<file path="src/rtl/mem_arbiter.sv">
`timescale 1ns/1ps
// mem_arbiter: shares one line-wide memory port between the I-refill port and
// the D-cache port. One transaction in flight; round-robin on ties; registered
// memory-side outputs; sticky watchdog error when the memory never acks.
//
// Ports:
//   clk_i, rst_i                 clock, asynchronous active-low reset
//   i_req_i/i_write_i/i_addr_i/i_data_i   port I request, held until i_ack_o
//   i_data_o, i_ack_o            port I response line and completion pulse
//   d_* (same set)               port D
//   mem_enable_o/mem_write_o/mem_addr_o/mem_data_o   memory request
//   mem_data_i, mem_ack_i        memory read line and completion pulse
//   busy_o                       transaction in GRANT or RESP
//   err_o                        sticky watchdog error
module mem_arbiter #(
  parameter int unsigned ADDR_W  = 32,
  parameter int unsigned DATA_W  = 256,
  parameter int unsigned TIMEOUT = 1023,
  parameter int unsigned CNT_W   = 16
) (
  input  logic              clk_i,
  input  logic              rst_i,
  input  logic              i_req_i,
  input  logic              i_write_i,
  input  logic [ADDR_W-1:0] i_addr_i,
  input  logic [DATA_W-1:0] i_data_i,
  output logic [DATA_W-1:0] i_data_o,
  output logic              i_ack_o,
  input  logic              d_req_i,
  input  logic              d_write_i,
  input  logic [ADDR_W-1:0] d_addr_i,
  input  logic [DATA_W-1:0] d_data_i,
  output logic [DATA_W-1:0] d_data_o,
  output logic              d_ack_o,
  output logic              mem_enable_o,
  output logic              mem_write_o,
  output logic [ADDR_W-1:0] mem_addr_o,
  output logic [DATA_W-1:0] mem_data_o,
  input  logic [DATA_W-1:0] mem_data_i,
  input  logic              mem_ack_i,
  output logic              busy_o,
  output logic              err_o
);

  typedef enum logic [1:0] {
    IDLE  = 2'd0,
    GRANT = 2'd1,
    RESP  = 2'd2
  } state_t;

  localparam logic             PORT_I      = 1'b0;
  localparam logic             PORT_D      = 1'b1;
  localparam logic [CNT_W-1:0] CNT_MAX     = '1;
  localparam logic [CNT_W-1:0] CNT_TIMEOUT = CNT_W'(TIMEOUT);
  localparam logic             WDOG_ON     = (TIMEOUT != 0);

  state_t            state_q;
  logic              owner_q;
  logic              last_grant_q;
  logic [CNT_W-1:0]  wdog_q;
  logic [DATA_W-1:0] rsp_q;

  logic              grant_d_c;
  logic [CNT_W-1:0]  wdog_inc_c;

  // D wins when alone, or on a tie when I was granted last.
  assign grant_d_c  = d_req_i & (~i_req_i | (last_grant_q == PORT_I));

  // Saturating watchdog increment so a very long stall cannot wrap.
  assign wdog_inc_c = (wdog_q == CNT_MAX) ? wdog_q : wdog_q + CNT_W'(1);

  // Both ports see the same response register.
  assign i_data_o = rsp_q;
  assign d_data_o = rsp_q;

  // Arbiter FSM with registered outputs.
  always_ff @(posedge clk_i or negedge rst_i) begin
    if (!rst_i) begin
      state_q      <= IDLE;
      owner_q      <= PORT_I;
      last_grant_q <= PORT_I;
      wdog_q       <= '0;
      rsp_q        <= '0;
      i_ack_o      <= 1'b0;
      d_ack_o      <= 1'b0;
      mem_enable_o <= 1'b0;
      mem_write_o  <= 1'b0;
      mem_addr_o   <= '0;
      mem_data_o   <= '0;
      busy_o       <= 1'b0;
      err_o        <= 1'b0;
    end else begin
      i_ack_o <= 1'b0;
      d_ack_o <= 1'b0;
      unique case (state_q)
        IDLE: begin
          if (i_req_i || d_req_i) begin
            owner_q      <= grant_d_c;
            last_grant_q <= grant_d_c;
            mem_write_o  <= grant_d_c ? d_write_i : i_write_i;
            mem_addr_o   <= grant_d_c ? d_addr_i  : i_addr_i;
            mem_data_o   <= grant_d_c ? d_data_i  : i_data_i;
            mem_enable_o <= 1'b1;
            busy_o       <= 1'b1;
            wdog_q       <= '0;
            state_q      <= GRANT;
          end
        end
        GRANT: begin
          if (mem_ack_i) begin
            rsp_q        <= mem_data_i;
            mem_enable_o <= 1'b0;
            mem_write_o  <= 1'b0;
            wdog_q       <= '0;
            // Ack is raised here so it is visible during the RESP cycle.
            i_ack_o      <= (owner_q == PORT_I);
            d_ack_o      <= (owner_q == PORT_D);
            state_q      <= RESP;
          end else begin
            wdog_q <= wdog_inc_c;
            // Fires once TIMEOUT busy cycles have elapsed; transfer keeps going.
            if (WDOG_ON && (wdog_inc_c == CNT_TIMEOUT)) begin
              err_o <= 1'b1;
            end
          end
        end
        RESP: begin
          busy_o  <= 1'b0;
          state_q <= IDLE;
        end
        default: begin
          mem_enable_o <= 1'b0;
          mem_write_o  <= 1'b0;
          busy_o       <= 1'b0;
          state_q      <= IDLE;
        end
      endcase
    end
  end

endmodule
</file>
<file path="config.mk">
export PLATFORM = sky130hd
export DESIGN_NAME = mem_arbiter
export DESIGN_NICKNAME = d
export VERILOG_FILES = /design/src/rtl/mem_arbiter.sv
export SDC_FILE = /design/constraint.sdc
export NUM_CORES = 1
export LEC_CHECK = 0
export CORE_AREA = 2 2 645 647
export DETAILED_ROUTE_END_ITERATION = 8
export DIE_AREA = 0 0 647 649
export GPL_ROUTABILITY_DRIVEN = 0
export HOLD_SLACK_MARGIN = 0.06
export PLACE_DENSITY_LB_ADDON = 0.2
export SYNTH_ARGS = -nofsm -noshare
export SYNTH_HDL_FRONTEND = slang
export SYNTH_SLANG_ARGS = --single-unit
export TNS_END_PERCENT = 50
</file>
<file path="constraint.sdc">
create_clock -name clk_i -period 2.15 [get_ports clk_i]
set_input_delay 0.43 -clock clk_i [delete_from_list [all_inputs] [get_ports clk_i]]
set_output_delay 0.43 -clock clk_i [all_outputs]
set_load 0.01 [all_outputs]
</file>
; Word level (Yosys, flattened, before mapping)
; Cells that the tools add are included.
[totals]
latch_bits = 0
ram_bits = 0
out_inout_bits = 806
word_cells = 56
memories = 0
romBits = 0
inputBits = 839
register_bits = 569
[op_classes]
mul = 0
shift = 0
eq_ne = 6
magnitude_cmp = 0
n_addsub = 1
n_mux = 20
n_bitwise = 7
n_div = 0
n_reduce_logical = 10
[ops]
columns = cell, n
row1 = 2-to-1 mux 256 bit, 1
row2 = 2-to-1 mux 16 bit, 3
row3 = 2-to-1 mux 32 bit, 1
row4 = case mux 16 bit (2 select lines), 1
row5 = "adder 16 x 1 -> 16 bit, second input constant", 1
row6 = "equality test 16 x 10 -> 1 bit, second input constant", 1
row7 = "equality test 16 bit, second input constant", 1
row8 = AND reduction 2 bit, 5
row9 = 2-to-1 mux 1 bit, 8
row10 = case mux 1 bit (3 select lines), 2
row11 = AND reduction 3 bit, 2
row12 = inverter 1 bit, 5
row13 = 2-to-1 mux 2 bit, 2
row14 = "!= test 2 bit, second input constant", 2
row15 = case mux 2 bit (2 select lines), 1
row16 = "equality test 2 x 1 -> 1 bit, second input constant", 1
row17 = "equality test 2 bit, second input constant", 1
row18 = logical NOT 2 bit, 1
row19 = case mux 1 bit (2 select lines), 1
row20 = nonzero test 2 bit, 1
row21 = bitwise AND 1 bit, 1
row22 = logical OR 1 bit, 1
row23 = bitwise OR 1 bit, 1

; Logic depth before layout (Yosys ltp)
; Gate-level depths: netlist of the first run.
[logic_depth]
depth_word = 6
ltp_mapped = 7

; Worst setup path before layout of the first run
; No wires, ideal clock.
[synth_timing]
path_type = flip-flop to flip-flop
from = register wdog_q[0]
to = register wdog_q[0]
required_time_ns = 2.025
slack_ns = 0.175
setup_time_ns = 0.125
synth_period_minus_slack_ns = 1.975
arrival_time_ns = 1.851
path_stages_with_launch = 7
cell_sequence = dfrtp_1 > ha_1 > nand3_4 > or4_4 > nor2_4 > nor2_2 > mux2_2
[synth_between]
elab_chain_cells = 4
[synth_lines]
columns = element, line_no
row1 = start: declaration, 60  ; logic [CNT_W-1:0] wdog_q;
row2 = start signal: assignment, 120  ; wdog_q <= wdog_inc_c;
row3 = adder 16 x 1 -> 16 bit or equality test 16 bit (tied branches), 70  ; assign wdog_inc_c = (wdog_q == CNT_MAX) ? wdog_q : wdog_q + CNT_W'(1);
row4 = 2-to-1 mux 16 bit *, 70
row5 = 2-to-1 mux 16 bit *, 110  ; if (mem_ack_i) begin
row6 = case mux 16 bit (2 select lines) *, 95  ; unique case (state_q)
; Every way passes the cells marked *; elsewhere a longest branch is shown, timed or not.
; A chain may end at the register's enable or synchronous reset.

; Worst setup path in the final report of the first run
[layout_timing]
from = register rsp_q[135] (netlist: d_data_o[135])
to = output port d_data_o[135]
[layout_lines]
columns = element, line_no
row1 = start: declaration, 61  ; logic [DATA_W-1:0] rsp_q;
row2 = start signal: assignment, 111  ; rsp_q <= mem_data_i;
row3 = end: declaration, 33  ; output logic [DATA_W-1:0] d_data_o,
; No word-level cell between the ends.

==> results of run 1 <==
final cells by class:
type / count / area (µm²)
Antenna cell: 11 / 27.5
Multi-Input combinational cell: 1752 / 9100
Tap cell: 5474 / 6850
Sequential cell: 569 / 14300
Inverter: 5 / 26.3
Fill cell: 47300 / 361000
Clock inverter: 13 / 158
Timing Repair Buffer: 1885 / 18300
Clock buffer: 129 / 2510
through the flow:
stage	setup TNS [ps]	util, %
detailed placement	-63460	11.7
floorplan	0	-
finish	0	12.4
global placement	-57460	11.7
global route	-41.5	12.4
CTS	-11200	12.4
where the power goes:
part / switching, W / internal [W] / total, W
Combinational: 0.0208 / 0.0140 / 0.0349
Sequential: 0.00497 / 0.0159 / 0.0209
Clock: 0.00563 / 0.00834 / 0.0140
Total: 0.0314 / 0.0383 / 0.0697
repair_timing:
action / 4_1_cts / 5_1_grt
gates resized for setup: 796 / 142
hold buffers: 2 / 0
setup endpoints to repair: 709 / 137
endpoints found under the hold margin: 555 / 0
setup buffers: 48 / 0
flip-flops by register name (all words and copies together) (netlist names):
register,flops
busy_o,1
i_ack_o,1
wdog_q,16
mem_write_o,1
state_q,2
err_o,1
mem_addr_o,32
mem_enable_o,1
d_ack_o,1
d_data_o,256
last_grant_q,1
mem_data_o,256
logic make-up after synthesis:
family / after synthesis / synth area share, %
AO/OA/AOI/OAI: 337 / 6.75
XOR/XNOR: 6 / 0.203
flip-flops: 569 / 55.0
buffers and inverters: 419 / 9.99
multiplexers: 291 / 11.3
AND/OR/NAND/NOR: 1117 / 16.7
adder cells (fa/ha/maj): 1 / 0.0484
routing by layer:
| metal | global-route usage [%] | vias to the layer above |
|---|---|---|
| met4 | 3.65 | 24 |
| met5 | 0 | - |
| li1 | - | 11800 |
| met3 | 3.58 | 307 |
| met1 | 11.0 | 12300 |
| met2 | 22.6 | 1156 |
worst paths after layout:
kind | slack, ps | to | cells after the start | startpoint
worst max-delay path | 80 | d_data_o[135] | 2 | d_data_o[135]
worst min-delay path | 190 | d_data_o[215] | 3 | mem_data_i[215]
worst max register to register | 130 | wdog_q[0] | 6 | wdog_q[0]
worst min register to register | 470 | mem_data_o[131] | 2 | mem_data_o[131]
max in group asynchronous | 880 | d_data_o[20] | 3 | rst_i
min in group asynchronous | 250 | d_data_o[38] | 3 | rst_i
cell usage after synthesis (3+ instances only):
library cell / count / area [µm²]
nor4_1: 4 / 25.0
buf_2: 40 / 200
o21ai_1: 3 / 15.0
a31oi_1: 5 / 31.3
xnor2_1: 4 / 35.0
nand4_1: 4 / 25.0
nand2_1: 1074 / 4030
o21ai_0: 304 / 1520
o41ai_1: 3 / 26.3
buf_4: 256 / 1920
buf_1: 17 / 63.8
clkbuf_1: 101 / 379
nand3_1: 8 / 40.0
inv_1: 4 / 15.0
nor2_1: 7 / 26.3
mux2i_1: 290 / 2900
dfrtp_1: 569 / 14200
a21oi_1: 11 / 55.1
worst max-delay path, cell delays in order, from the launching register on:
cell             delay [ps]
dfrtp_1                 420
buf_4                   170
clkdlybuf4s15_2         290
==> run_results.csv, run 1 <==
group,metric,value,unit
status,status,"finished clean",
pwr,finalPower,0.0697,W
synthesis,synthDistinctLibCells,45,
cells_and_area,fin_area,51300,µm²
clock_tree,worst_skew_pair.late_latency,780,ps
cells_and_area,final_cell_mix,"nand2_1, clkdlybuf4s50_1, dfrtp_1, dlygate4sd2_1, o21ai_0",
sta,fin_crit,2070,ps
route,wirelength_met1,83800,µm
synthesis,ys_ff_latch,569,
placed_design,dpl.hpwl,219000,µm
sta,slew_viol_final,0,
pwr,vdd_ir_drop_max,0.597,mV
grt,track_usage,11.4,%
route,met3_length,18400,µm
setup_path,crit_type,"register to output port",
route,first_pass_iters,5,
placed_design,postPlaceCellArea,48400,µm²
synthesis,syn_area_per_cell,9.44,µm²
route,antenna_left,0,
sta,max_slew_margin,61.4,%
route,vias_per_cell,2.60,
cells_and_area,area_growth,98.2,%
sta,holdWs,188,ps
synthesis,synthArstFlopShare,100,%
die,pin_count,1645,
die,coreArea,413000,µm²
route,vias,25600,
cells_and_area,final_common_cell,"nand2_1",
clock_tree,h-tree-depth,3,
cells_and_area,drive_above_1_share,13.9,%
grt,antenna_found_initial,101,
setup_path,worstPathMaxFanout,2,
sta,worstMarginPinSlew,578,ps
sta,finalCritPeriodShare,96.1,%
synthesis,ys_seq_area_share,55.0,%
clock_tree,clk_pin_slew,60,ps
placed_design,port_buffers,1644,
setup_path,required,1720,ps
route,wl_per_cell,25.2,µm
sta,finalWorstSetupSlack,83.9,ps
setup_path,cp-start-kind,"register",
job,maxCapViolCount,0,
sta,clock_skew,39.8,ps
grt,grt_pass1_wl,309000,µm
die,die_w,647,µm
cells_and_area,stdcell_count,9838,
sta,setup_viol,0,
worst_hold_path,min_path_type,"input port to register",
placed_design,place_ws,-433,ps
synthesis,syn_inst,2740,
route,drc,0,
synthesis,synth_area,25900,µm²
setup_path,cp-end-kind,"output port",
pwr,powerDensity,1360,nW/µm²
route,routed.top_layer,"met5",
synthesis,ys.flop_type,"dfrtp_1",
die,die_h,649,µm
clock_tree,cts_tree,"done",
clock_tree,cts_sinks,569,
placed_design,dp.cells,9635,
route,wl,248000,µm
route,drtIter0Drc,1028,
die,start_util,6.27,%
clock_tree,clockBufferDepth,4,
route,wl_met2,137000,µm
grt,grt_pass1_vias,27100,
die,dieArea,420000,µm²
sta,max_freq,484,MHz
synthesis,syn-num-nets,3580,
sta,hold_violations,0,
clock_tree,cts_root_buf,"clkbuf_16",
grt,grt_max_degree,62,
grt,grt_overflow_total,0,
setup_path,worstPathArrival,1640,ps
sta,rsz0062_at_grt,"yes",
synthesis,synth_edf_count,0,
cells_and_area,final_nets,5138,
clock_tree,cts_buffers,85,
synthesis,ys_warn_count,0,
die,row_count,236,
pwr,p_leak,23.5,nW
(Power assumes the default switching activity.)
==> run 2, diff against run 1 <==
- CAP_MARGIN: default -> 5
==> results of run 2 <==
The final DEF is identical to that of run 1; final timing and power are the same.
==> run 3, diff against run 2 <==
- CTS_CLUSTER_SIZE: default -> 12
==> run 3 against run 2 <==
Effect of this change: sequential power hardly changed; clock power hardly changed; die area stayed put; fmax is 2.1% lower; sequential share of layout area is 0.093 points lower; cell count hardly changed; hold slack better by 1.6 ps; first-iteration DRC count is 3.5% higher; global-route usage hardly changed; largest power group unchanged.
==> run_results.csv, run 3 (synthesized netlist as in run 1, its figures left out) <==
group,metric,value,unit
status,status,"finished clean",
clock_tree,worst_skew_pair.late_latency,790,ps
sta,finalWorstSetupSlack,39.3,ps
die,coreArea,413000,µm²
worst_hold_path,min_path_type,"input port to register",
grt,track_usage,11.5,%
die,die_h,649,µm
sta,setup_viol,0,
cells_and_area,drive_above_1_share,14.4,%
clock_tree,clockBufferDepth,4,
route,vias,25700,
route,first_pass_iters,4,
setup_path,required,1720,ps
setup_path,slowest_stage,"clkdlybuf4s50_1",
clock_tree,cts_sinks,569,
cells_and_area,fin_util,12.5,%
pwr,finalPower,0.0702,W
route,wl,249000,µm
sta,fin_crit,2110,ps
grt,busiest_layer,"met2",
placed_design,place_ws,-433,ps
clock_tree,clk_pin_slew,60,ps
route,drtIter0Drc,1064,
grt,grt_pass1_wl,310000,µm
cells_and_area,fillCellCount,47300,
die,die_w,647,µm
placed_design,dpl.hpwl,219000,µm
cells_and_area,final_nets,5140,
die,dieArea,420000,µm²
grt,antenna_found_initial,100,
die,pin_count,1645,
setup_path,crit_chain,"clkdlybuf4s50_1",
clock_tree,h-tree-depth,3,
setup_path,worstPathArrival,1680,ps
die,start_util,6.27,%
route,drc,0,
sta,max_slew_margin,62.3,%
setup_path,critPathTopFamily,"buffers and inverters",
pwr,powerDensity,1360,nW/µm²
pwr,vdd_ir_drop_max,0.605,mV
sta,finalCritPeriodShare,98.2,%
setup_path,path_buf_inv,1,
route,antenna_left,0,
sta,slew_viol_final,0,
pwr,p_leak,23.7,nW
cells_and_area,area_growth,98.9,%
sta,hold_violations,0,
setup_path,cp-end-kind,"output port",
clock_tree,cts_root_buf,"clkbuf_16",
route,wl_per_cell,25.2,µm
clock_tree,cts_tree,"done",
sta,worstMarginPinSlew,564,ps
setup_path,crit_type,"register to output port",
grt,grt_pass1_vias,27100,
sta,finalSetupTns,0,ps
job,maxCapViolCount,0,
grt,grt_use_met1,11.0,%
cells_and_area,final_cell_mix,"nand2_1, clkdlybuf4s50_1, dfrtp_1, dlygate4sd2_1, o21ai_0",
grt,use_met3,3.65,%
setup_path,max_stage_delay,550,ps
setup_path,worstPathMaxFanout,3,
cells_and_area,final_common_cell,"nand2_1",
grt,grt_max_degree,62,
setup_path,cp-start-kind,"register",
sta,rsz0062_at_grt,"yes",
placed_design,port_buffers,1644,
grt,grt_util_met2,22.7,%
clock_tree,cts_buffers,86,
sta,max_freq,474,MHz
route,vias_per_cell,2.61,
die,row_count,236,
grt,grt_overflow_total,0,
sta,clock_skew,46.0,ps
==> run 3: changes by cell type in the layout (fill, tap and decap cells not counted), moves of 3 or more <==
| cell | change |
|---|---|
| dlymetal6s2s_1 | +18 |
| clkinv_2 | +5 |
| clkbuf_1 | -4 |
| clkdlybuf4s15_2 | +9 |
| clkbuf_8 | +3 |
| dlygate4sd2_1 | -29 |
==> run 3: final timing paths <==
path / from / end / slack [ps] / depth (start not counted)
max: d_data_o[50] / i_data_o[50] / 40 / 1
min: mem_data_i[215] / d_data_o[215] / 190 / 3
max reg2reg: wdog_q[0] / wdog_q[0] / 130 / 6
min reg2reg: mem_data_o[131] / mem_data_o[131] / 470 / 2
max in group asynchronous: rst_i / d_data_o[20] / 890 / 3
min in group asynchronous: rst_i / d_data_o[38] / 250 / 3
==> run 3: area by class of cell <==
cell class	count	area, µm²	share of cell area (%)
diodes	10	25.0	0.0486
clock buffers	128	2540	4.94
clock inverters	21	210	0.409
inverters	5	26.3	0.0511
multi-input cells	1752	9100	17.7
flip-flops and latches	569	14300	27.8
well taps	5474	6850	13.3
repair buffers	1886	18400	35.7
==> run 3: what timing repair did <==
action                                  CTS  global route
hold buffers                              2             0
resized for setup                       795           160
endpoints found under the setup margin  709           156
pin swaps                                 0             0
setup buffers                            49             0
hold endpoints to repair                545             0
cloned                                    0             0
==> run 3: per-layer routing <==
layer  part of all wire [%]  wire, µm
met5                  0.060       148
met4                    3.5      8590
met3                    7.5     18600
met2                     55    137000
met1                     34     83800
==> run 3: where the power goes <==
group	leakage (nW)	internal (W)	switching [W]
logic	15.4	0.0142	0.0209
clock network	1.36	0.00848	0.00577
registers	6.98	0.0159	0.00499
==> run 3: stage by stage <==
step / instance area [µm²] / std cells / hold slack [ps]
3_3_place_gp: 48400 / 9635 / 255
5_1_grt: 51400 / 9839 / 137
4_1_cts: 51100 / 9835 / 68.6
6_report: 51400 / 9845 / 189
2_1_floorplan: 25900 / 2740 / 134
3_5_place_dp: 48400 / 9635 / 257
